[src/rtl/axi_lite_pkg.sv]
// rtl/axi_lite_pkg.sv - shared AXI-Lite response codes, master FSM states and constants
package axi_lite_pkg;

    typedef enum logic [1:0] {
        OKAY   = 2'b00,
        EXOKAY = 2'b01,
        SLVERR = 2'b10,
        DECERR = 2'b11
    } resp_t;

    typedef enum logic [2:0] {
        ST_IDLE  = 3'd0,
        ST_WRITE = 3'd1,
        ST_WRESP = 3'd2,
        ST_READ  = 3'd3,
        ST_RDATA = 3'd4,
        ST_RESP  = 3'd5
    } mst_state_t;

    localparam logic [2:0] AXI_PROT_DEFAULT = 3'b000;

    // SLVERR and DECERR both carry bit 1; OKAY/EXOKAY do not.
    function automatic logic resp_is_err(input resp_t r);
        return r[1];
    endfunction

endpackage

[src/rtl/axi_lite_cfg_master.sv]
// rtl/axi_lite_cfg_master.sv - single-outstanding AXI4-Lite initiator for command/response register access
module axi_lite_cfg_master
    import axi_lite_pkg::*;
#(
    parameter int AXI_ADDR_WIDTH = 5,
    parameter int AXI_DATA_WIDTH = 32,
    parameter int TIMEOUT_CYCLES = 256
) (
    input  logic                        m00_axi_aclk,
    input  logic                        m00_axi_aresetn,
    input  logic                        cmd_valid,
    output logic                        cmd_ready,
    input  logic                        cmd_write,
    input  logic [AXI_ADDR_WIDTH-1:0]   cmd_addr,
    input  logic [AXI_DATA_WIDTH-1:0]   cmd_wdata,
    input  logic [AXI_DATA_WIDTH/8-1:0] cmd_wstrb,
    output logic                        rsp_valid,
    input  logic                        rsp_ready,
    output logic [AXI_DATA_WIDTH-1:0]   rsp_rdata,
    output logic                        rsp_err,
    output logic                        timeout,
    output logic [AXI_ADDR_WIDTH-1:0]   m00_axi_awaddr,
    output logic [2:0]                  m00_axi_awprot,
    output logic                        m00_axi_awvalid,
    input  logic                        m00_axi_awready,
    output logic [AXI_DATA_WIDTH-1:0]   m00_axi_wdata,
    output logic [AXI_DATA_WIDTH/8-1:0] m00_axi_wstrb,
    output logic                        m00_axi_wvalid,
    input  logic                        m00_axi_wready,
    input  logic [1:0]                  m00_axi_bresp,
    input  logic                        m00_axi_bvalid,
    output logic                        m00_axi_bready,
    output logic [AXI_ADDR_WIDTH-1:0]   m00_axi_araddr,
    output logic [2:0]                  m00_axi_arprot,
    output logic                        m00_axi_arvalid,
    input  logic                        m00_axi_arready,
    input  logic [AXI_DATA_WIDTH-1:0]   m00_axi_rdata,
    input  logic [1:0]                  m00_axi_rresp,
    input  logic                        m00_axi_rvalid,
    output logic                        m00_axi_rready
);

    localparam int CNT_W = $clog2(TIMEOUT_CYCLES + 1);

    mst_state_t                  state;
    logic [AXI_ADDR_WIDTH-1:0]   addr_q;
    logic [AXI_DATA_WIDTH-1:0]   wdata_q;
    logic [AXI_DATA_WIDTH/8-1:0] wstrb_q;
    logic [CNT_W-1:0]            tmo_cnt;
    logic                        aw_done;
    logic                        w_done;
    logic                        busy;

    assign m00_axi_awaddr = addr_q;
    assign m00_axi_araddr = addr_q;
    assign m00_axi_wdata  = wdata_q;
    assign m00_axi_wstrb  = wstrb_q;
    assign m00_axi_awprot = AXI_PROT_DEFAULT;
    assign m00_axi_arprot = AXI_PROT_DEFAULT;

    // A channel counts as done once its valid has dropped or is being accepted this edge.
    assign aw_done = !m00_axi_awvalid || m00_axi_awready;
    assign w_done  = !m00_axi_wvalid  || m00_axi_wready;
    assign busy    = (state == ST_WRITE) || (state == ST_WRESP) ||
                     (state == ST_READ)  || (state == ST_RDATA);

    always_ff @(posedge m00_axi_aclk) begin
        if (!m00_axi_aresetn) begin
            state           <= ST_IDLE;
            cmd_ready       <= 1'b0;
            m00_axi_awvalid <= 1'b0;
            m00_axi_wvalid  <= 1'b0;
            m00_axi_bready  <= 1'b0;
            m00_axi_arvalid <= 1'b0;
            m00_axi_rready  <= 1'b0;
            rsp_valid       <= 1'b0;
            rsp_err         <= 1'b0;
            rsp_rdata       <= '0;
            addr_q          <= '0;
            wdata_q         <= '0;
            wstrb_q         <= '0;
            tmo_cnt         <= '0;
            timeout         <= 1'b0;
        end else begin
            unique case (state)
                ST_IDLE: begin
                    if (cmd_valid && cmd_ready) begin
                        cmd_ready <= 1'b0;
                        addr_q    <= cmd_addr;
                        wdata_q   <= cmd_wdata;
                        wstrb_q   <= cmd_wstrb;
                        tmo_cnt   <= '0;
                        if (cmd_write) begin
                            m00_axi_awvalid <= 1'b1;
                            m00_axi_wvalid  <= 1'b1;
                            state           <= ST_WRITE;
                        end else begin
                            m00_axi_arvalid <= 1'b1;
                            state           <= ST_READ;
                        end
                    end else begin
                        cmd_ready <= 1'b1;
                    end
                end
                ST_WRITE: begin
                    if (m00_axi_awvalid && m00_axi_awready) m00_axi_awvalid <= 1'b0;
                    if (m00_axi_wvalid && m00_axi_wready)   m00_axi_wvalid  <= 1'b0;
                    if (aw_done && w_done) begin
                        m00_axi_bready <= 1'b1;
                        state          <= ST_WRESP;
                    end
                end
                ST_WRESP: begin
                    if (m00_axi_bvalid) begin
                        m00_axi_bready <= 1'b0;
                        rsp_rdata      <= '0;
                        rsp_err        <= resp_is_err(resp_t'(m00_axi_bresp));
                        rsp_valid      <= 1'b1;
                        state          <= ST_RESP;
                    end
                end
                ST_READ: begin
                    if (m00_axi_arready) begin
                        m00_axi_arvalid <= 1'b0;
                        m00_axi_rready  <= 1'b1;
                        state           <= ST_RDATA;
                    end
                end
                ST_RDATA: begin
                    if (m00_axi_rvalid) begin
                        m00_axi_rready <= 1'b0;
                        rsp_rdata      <= m00_axi_rdata;
                        rsp_err        <= resp_is_err(resp_t'(m00_axi_rresp));
                        rsp_valid      <= 1'b1;
                        state          <= ST_RESP;
                    end
                end
                ST_RESP: begin
                    if (rsp_ready) begin
                        rsp_valid <= 1'b0;
                        cmd_ready <= 1'b1;
                        state     <= ST_IDLE;
                    end
                end
                default: state <= ST_IDLE;
            endcase

            // The transaction keeps waiting after timeout so the slave never sees a dropped valid.
            if (busy) begin
                if (tmo_cnt != CNT_W'(TIMEOUT_CYCLES)) tmo_cnt <= tmo_cnt + CNT_W'(1);
                if (tmo_cnt == CNT_W'(TIMEOUT_CYCLES - 1)) timeout <= 1'b1;
            end
        end
    end

endmodule

[config.mk]
export PLATFORM = sky130hd
export DESIGN_NAME = axi_lite_cfg_master
export DESIGN_NICKNAME = d
export VERILOG_FILES = /design/src/rtl/axi_lite_pkg.sv /design/src/rtl/axi_lite_cfg_master.sv
export SDC_FILE = /design/constraint.sdc
export NUM_CORES = 1
export LEC_CHECK = 0
export CORE_ASPECT_RATIO = 1.75
export CORE_MARGIN = 2
export CORE_UTILIZATION = 42
export DETAILED_ROUTE_END_ITERATION = 12
export GPL_ROUTABILITY_DRIVEN = 0
export GPL_TIMING_DRIVEN = 1
export PLACE_DENSITY = 0.8
export SLEW_MARGIN = 20
export SYNTH_ARGS = -nofsm -noshare
export SYNTH_HDL_FRONTEND = slang
export SYNTH_SLANG_ARGS = --single-unit
[constraint.sdc]
create_clock -name m00_axi_aclk -period 1.92 [get_ports m00_axi_aclk]
set_clock_uncertainty 0.05 [all_clocks]
set_input_delay 0.192 -clock m00_axi_aclk [delete_from_list [all_inputs] [get_ports m00_axi_aclk]]
set_output_delay 0.192 -clock m00_axi_aclk [all_outputs]
set_load 0.03 [all_outputs]
Yosys cells after proc, flatten, opt, wreduce, memory -nomap -nowiden --
Index checks and enable logic that the tools add are counted.
Word-level totals: logic and storage cells 104, output and inout port bits 93, bits in registers 94, input port bits 87
Cells by class: reductions and logical operators 30, mux-type cells 41, add/sub/neg operators 1, equality and inequality tests 17
Operator list (count):
- $mux 32 | 2
- $pmux 32 s2 | 1
- $mux 9 | 4
- $mux 1 | 18
- $mux 3 | 6
- $pmux 3 s6 | 1
- $reduce_and 4->1 | 4
- $ne 2x2->1 const B | 7
- $pmux 1 s2 | 7
- $reduce_bool 2->1 | 6
- $add 9x1->9 const B | 1
- $eq 9x8->1 const B | 1
- $ne 9x9->1 const B | 1
- $reduce_and 3->1 | 3
- $eq 3x2->1 const B | 2
- $eq 3x3->1 const B | 2
- $ne 2x1->1 const B | 3
- $reduce_and 2->1 | 3
- $reduce_and 6->1 | 1
- $logic_or 1x1->1 | 5
- $logic_and 1x1->1 | 4
- $eq 3x1->1 const B | 1
- $logic_not 3->1 | 1
- $pmux 1 s3 | 1
- other kinds (3) | 4

Logic depth before layout (Yosys ltp) --
depth in word-level cells 5, gate-level depth with buffers 6

Least setup slack after synthesis --
Ideal clock, no wire load.
path kind register -> register, from register tmo_cnt[0], to register tmo_cnt[7], period minus slack after synthesis 1678 ps, setup slack 242 ps, buffers on the path 0, data arrival time 1497 ps, library setup time 131 ps, stages on the path, launching flop included 7, required time 1739 ps, cell sequence dfxtp_1 > inv_1 > ha_1 > or4b_4 > o211a_2 > o2111ai_1 > o221ai_2
Between the ends: word-level cells in the longest chain between the ends 3, elaborated cells between the ends (all ways) 4
RTL lines:
- from (decl) | RTL line axi_lite_cfg_master.sv:49 | logic [CNT_W-1:0] tmo_cnt;
- from (signal assigned) | RTL line axi_lite_cfg_master.sv:150 | if (tmo_cnt != CNT_W'(TIMEOUT_CYCLES)) tmo_cnt <= tmo_cnt + CNT_W'(1);
- $add 9x1->9 / $ne 9x9->1 (equally long branches) | RTL line axi_lite_cfg_master.sv:150
- $mux 9 * | RTL line axi_lite_cfg_master.sv:150
- $mux 9 * | RTL line axi_lite_cfg_master.sv:149 | if (busy) begin
Mark *: on every way between the ends. The rest lies on a longest branch, timed or not. A chain may end at the register's enable or synchronous reset.

Worst setup path in the final report --
Same ends and word-level chain as after synthesis.

==> impl_metrics.prom <==
# TYPE chip_impl_metric gauge
chip_impl_info{name="outcome",value="completed"} 1
chip_impl_info{name="worst_setup_path_start_kind",value="flip-flop"} 1
chip_impl_metric{name="worst_margin_pin_slew",unit="ns"} 0.542
chip_impl_metric{name="die_y",unit="µm"} 136
chip_impl_metric{name="met2RoutedLength",unit="mm"} 5.60
chip_impl_metric{name="cts.htree.levels",unit=""} 3
chip_impl_metric{name="synth-edff-count",unit=""} 0
chip_impl_info{name="yosys-top-cells-area",value="sky130_fd_sc_hd__dfxtp_1, sky130_fd_sc_hd__a21boi_1, sky130_fd_sc_hd__nand2_1"} 1
chip_impl_metric{name="wl_met1",unit="mm"} 4.26
chip_impl_metric{name="arrival",unit="ns"} 1.95
chip_impl_metric{name="layout_worst_path_cycle_share",unit="%"} 92.9
chip_impl_metric{name="drt_pass_1_iters",unit=""} 5
chip_impl_metric{name="grt_max_degree",unit=""} 67
chip_impl_metric{name="synth-seq-cells",unit=""} 94
chip_impl_info{name="hold_endpoint",value="tmo_cnt[8]$_SDFF_PN0_"} 1
chip_impl_metric{name="hpwl",unit="mm"} 7.89
chip_impl_info{name="cts_tree",value="yes"} 1
chip_impl_metric{name="ir_worst_vdd",unit="mV"} 0.971
chip_impl_metric{name="start_util",unit="%"} 42.7
chip_impl_metric{name="syn-cell-area",unit="µm²"} 4160
chip_impl_metric{name="cts.repair.resized",unit=""} 0
chip_impl_metric{name="drv_cap",unit=""} 0
chip_impl_metric{name="final-instance-count-excl-fill",unit=""} 766
chip_impl_metric{name="syn2layout_area_growth",unit="%"} 52.3
chip_impl_metric{name="clock.fmax",unit="MHz"} 561
chip_impl_metric{name="sum_of_met3_wire_segment_lengths_after_detailed_routing",unit="µm"} 770
chip_impl_metric{name="yosysSeqAreaShare",unit="%"} 45.3
chip_impl_metric{name="hold_depth",unit=""} 2
chip_impl_metric{name="grt_pass1_wl",unit="mm"} 17.2
chip_impl_metric{name="die_area",unit="µm²"} 10700
chip_impl_metric{name="worst_ep_required_time",unit="ns"} 2.08
chip_impl_metric{name="setup_tns",unit="ns"} 0
chip_impl_metric{name="maximum_fanout_along_the_worst_path",unit=""} 7
chip_impl_metric{name="synth_async_sr_flop_share",unit="%"} 0
chip_impl_metric{name="combPwrFrac",unit="%"} 37.3
chip_impl_metric{name="postRouteWirelength",unit="mm"} 10.9
chip_impl_metric{name="reg2reg_setup_slack",unit="ns"} 0.14
chip_impl_metric{name="post_cts_buffers",unit=""} 0
chip_impl_info{name="synth-main-ff-cell",value="sky130_fd_sc_hd__dfxtp_1"} 1
chip_impl_metric{name="vias_per_cell",unit=""} 5.06
chip_impl_metric{name="clock_period_minus_final_worst_setup_slack",unit="ns"} 1.78
chip_impl_metric{name="layout-drive-gt1-share",unit="%"} 7.02
chip_impl_metric{name="ctsHoldBuffers",unit=""} 0
chip_impl_info{name="netlist.top_cell.by_area",value="sky130_fd_sc_hd__dfxtp_1"} 1
chip_impl_metric{name="layout.filler_cells",unit=""} 813
chip_impl_metric{name="power.switching",unit="µW"} 2480
chip_impl_metric{name="timing_hold_violations_final",unit=""} 0
chip_impl_metric{name="clk_pin_slew_worst_paths",unit="ns"} 0.06
chip_impl_metric{name="postSynthAreaPerCell",unit="µm²"} 8.67
chip_impl_metric{name="number_of_rows_created_at_floorplan",unit=""} 48
chip_impl_metric{name="fp.dieW",unit="µm"} 79.2
chip_impl_metric{name="pwr-share-clk",unit="%"} 29.1
chip_impl_metric{name="routedWlPerCell",unit="µm"} 14.2
chip_impl_metric{name="cts.sink_count",unit=""} 94
chip_impl_info{name="timing.rr.start",value="tmo_cnt[0]$_SDFF_PN0_"} 1
chip_impl_metric{name="power.density",unit="nW/µm²"} 1130
chip_impl_info{name="r2r_end",value="tmo_cnt[7]$_SDFF_PN0_"} 1
chip_impl_metric{name="gr-usage-all-layers",unit="%"} 20.0
chip_impl_metric{name="total_cts_buffers",unit=""} 9
chip_impl_metric{name="first_iter_violations",unit=""} 202
chip_impl_metric{name="clkLatencyLatePin",unit="ns"} 0.34
chip_impl_metric{name="first_global_vias",unit=""} 3725
chip_impl_metric{name="coreArea",unit="µm²"} 9730
chip_impl_metric{name="syn-instance-count",unit=""} 479
chip_impl_metric{name="yosys_top_cell_area_share",unit="%"} 45.3
chip_impl_info{name="top_layer",value="met4"} 1
chip_impl_metric{name="boundaryPins",unit=""} 180
chip_impl_metric{name="final_max_slew_viol_count",unit=""} 0
chip_impl_info{name="clock_tree.root_cell",value="sky130_fd_sc_hd__clkbuf_16"} 1
chip_impl_info{name="grt_setup_unrepaired",value="no"} 1
chip_impl_metric{name="ant_nets",unit=""} 0
chip_impl_metric{name="drc_violations",unit=""} 0
chip_impl_metric{name="total_power",unit="µW"} 7140
chip_impl_metric{name="dr_total_vias",unit=""} 3879
chip_impl_metric{name="num-nets-final",unit=""} 726
chip_impl_metric{name="placed_cells",unit=""} 750
chip_impl_metric{name="max-clock-path-buffers",unit=""} 2
chip_impl_metric{name="leakagePower",unit="µW"} 0.00221
chip_impl_metric{name="count_of_inserted_antenna_diode_cells",unit=""} 0
chip_impl_metric{name="numPortBuffers",unit=""} 171
chip_impl_info{name="cp-end-kind",value="flip-flop"} 1
chip_impl_metric{name="relSlewSlack",unit="%"} 63.9
chip_impl_metric{name="cellInternalPower",unit="µW"} 4660
chip_impl_info{name="hold_crit_class",value="input pin to flip-flop"} 1
chip_impl_info{name="critical_path_class",value="flip-flop to flip-flop"} 1
chip_impl_metric{name="timing.final.setup_violations",unit=""} 0
chip_impl_metric{name="yosys.cell_types.count",unit=""} 52
chip_impl_metric{name="grt_overflow",unit=""} 0
chip_impl_metric{name="antenna_found_initial",unit=""} 0
chip_impl_info{name="hold_start",value="m00_axi_aresetn"} 1
chip_impl_metric{name="synthesis.yosys.warnings",unit=""} 0
chip_impl_metric{name="p_seq_share",unit="%"} 33.6
chip_impl_metric{name="swShare",unit="%"} 34.7
chip_impl_metric{name="reg2regPathDepth",unit=""} 6
[cells in the final DEF (no fill, tap or decap), types with 3 or more instances in the layout]
cell type	instances
sky130_fd_sc_hd__buf_12	4
sky130_fd_sc_hd__nand3_1	40
sky130_fd_sc_hd__dfxtp_1	94
sky130_fd_sc_hd__o21ai_1	4
sky130_fd_sc_hd__nor2_1	7
sky130_fd_sc_hd__conb_1	6
sky130_fd_sc_hd__clkbuf_16	9
sky130_fd_sc_hd__o21ai_0	4
sky130_fd_sc_hd__nor3_1	3
sky130_fd_sc_hd__bufinv_16	3
sky130_fd_sc_hd__nand3b_1	4
sky130_fd_sc_hd__nand2b_1	34
sky130_fd_sc_hd__inv_1	10
sky130_fd_sc_hd__o2bb2ai_1	3
sky130_fd_sc_hd__a21boi_0	3
sky130_fd_sc_hd__buf_4	10
sky130_fd_sc_hd__ha_1	3
sky130_fd_sc_hd__clkdlybuf4s50_1	170
sky130_fd_sc_hd__nand2_1	98
sky130_fd_sc_hd__a21oi_1	10
sky130_fd_sc_hd__a21boi_1	73
[critical path, stage by stage, from the launching register on]
cell and delay, ns:
sky130_fd_sc_hd__dfxtp_1 0.33, sky130_fd_sc_hd__inv_1 0.09, sky130_fd_sc_hd__ha_1 0.14, sky130_fd_sc_hd__or4b_4 0.48
sky130_fd_sc_hd__o211a_2 0.35, sky130_fd_sc_hd__o2111ai_1 0.11, sky130_fd_sc_hd__o221ai_2 0.12
[area by class of cell]
cell class,count,area (µm²),share of cell area [%]
clock inverters,6,118,1.86
repair buffers,185,1860,29.4
well taps,125,156,2.47
clock buffers,10,239,3.78
inverters,10,37.5,0.593
multi-input cells,336,2030,32.1
flip-flops and latches,94,1880,29.7
[worst max path at each step]
stage / cells after the start / startpoint / slack [ns] / end
global route: 6 / tmo_cnt[0]$_SDFF_PN0_ / 0.02 / tmo_cnt[7]$_SDFF_PN0_
detailed placement: 6 / cmd_valid / 0.14 / m00_axi_wdata[15]$_SDFFE_PN0P_
global placement: 6 / tmo_cnt[0]$_SDFF_PN0_ / 0.18 / tmo_cnt[7]$_SDFF_PN0_
finish: 6 / tmo_cnt[0]$_SDFF_PN0_ / 0.14 / tmo_cnt[7]$_SDFF_PN0_
CTS: 6 / tmo_cnt[0]$_SDFF_PN0_ / 0.12 / tmo_cnt[7]$_SDFF_PN0_
floorplan: 6 / tmo_cnt[0]$_SDFF_PN0_ / 0.24 / tmo_cnt[7]$_SDFF_PN0_
[flip-flops by register name, summed over array words and instances (netlist names), 3 cells and up]
name,count
state,3
m00_axi_wstrb,4
tmo_cnt,9
m00_axi_wdata,32
m00_axi_araddr,5
rsp_rdata,32
[stage by stage]
stage	hold slack [ns]	utilization, %	area, µm²	setup WS (ns)
after floorplan	0.277	-	4170	0.242
after global placement	0.390	61.4	5970	0.176
after detailed placement	0.394	61.4	5970	0.138
after CTS	0.313	65.0	6330	0.119
after global routing	0.334	65.0	6330	0.0230
final	0.311	65.0	6330	0.137
[metal layers]
layer | up-vias | global-route usage, %
li1 | 1923 | -
met1 | 1780 | 22.1
met5 | - | 0
met3 | 19 | 5.20
met4 | 0 | 9.00
met2 | 157 | 35.5
[cell usage after synthesis, types with 2 or more instances]
cell / instances
sky130_fd_sc_hd__o211a_1: 2
sky130_fd_sc_hd__a31oi_1: 2
sky130_fd_sc_hd__o21ai_1: 4
sky130_fd_sc_hd__and3_1: 2
sky130_fd_sc_hd__and4_1: 2
sky130_fd_sc_hd__nand3b_1: 4
sky130_fd_sc_hd__o221a_2: 2
sky130_fd_sc_hd__ha_1: 3
sky130_fd_sc_hd__nor2b_1: 2
sky130_fd_sc_hd__a21oi_1: 11
sky130_fd_sc_hd__or3_1: 2
sky130_fd_sc_hd__dfxtp_1: 94
sky130_fd_sc_hd__buf_2: 20
sky130_fd_sc_hd__nand2_1: 98
sky130_fd_sc_hd__inv_1: 10
sky130_fd_sc_hd__nor2_1: 7
sky130_fd_sc_hd__nor3_1: 3
sky130_fd_sc_hd__nand3_1: 40
sky130_fd_sc_hd__buf_4: 11
sky130_fd_sc_hd__and2_1: 2
sky130_fd_sc_hd__xor2_1: 2
sky130_fd_sc_hd__a21boi_1: 73
sky130_fd_sc_hd__o21a_1: 2
sky130_fd_sc_hd__nand2b_1: 34
sky130_fd_sc_hd__o21ai_0: 4
sky130_fd_sc_hd__o2bb2ai_1: 3
sky130_fd_sc_hd__a21boi_0: 3
sky130_fd_sc_hd__clkbuf_1: 13
[cell families after synthesis]
kind of cell	after synthesis	share of synthesized area [%]
compound gates	117	21.1
flops	94	45.3
simple gates	207	25.5
other cells	1	0.0902
fa+ha+maj	3	0.903
buf+inv	54	6.47
xor+xnor	2	0.422
mux	1	0.241
[power groups by stage]
stage               clock network [µW]  registers, µW  logic, µW
detailed placement                   0           2440       2660
CTS                               2130           2400       2680
global route                      2220           2430       2870
finish                            2080           2400       2660
floorplan                            0           2770       1350
global placement                     0           2420       2610
Power figures use the tool's default switching activity.
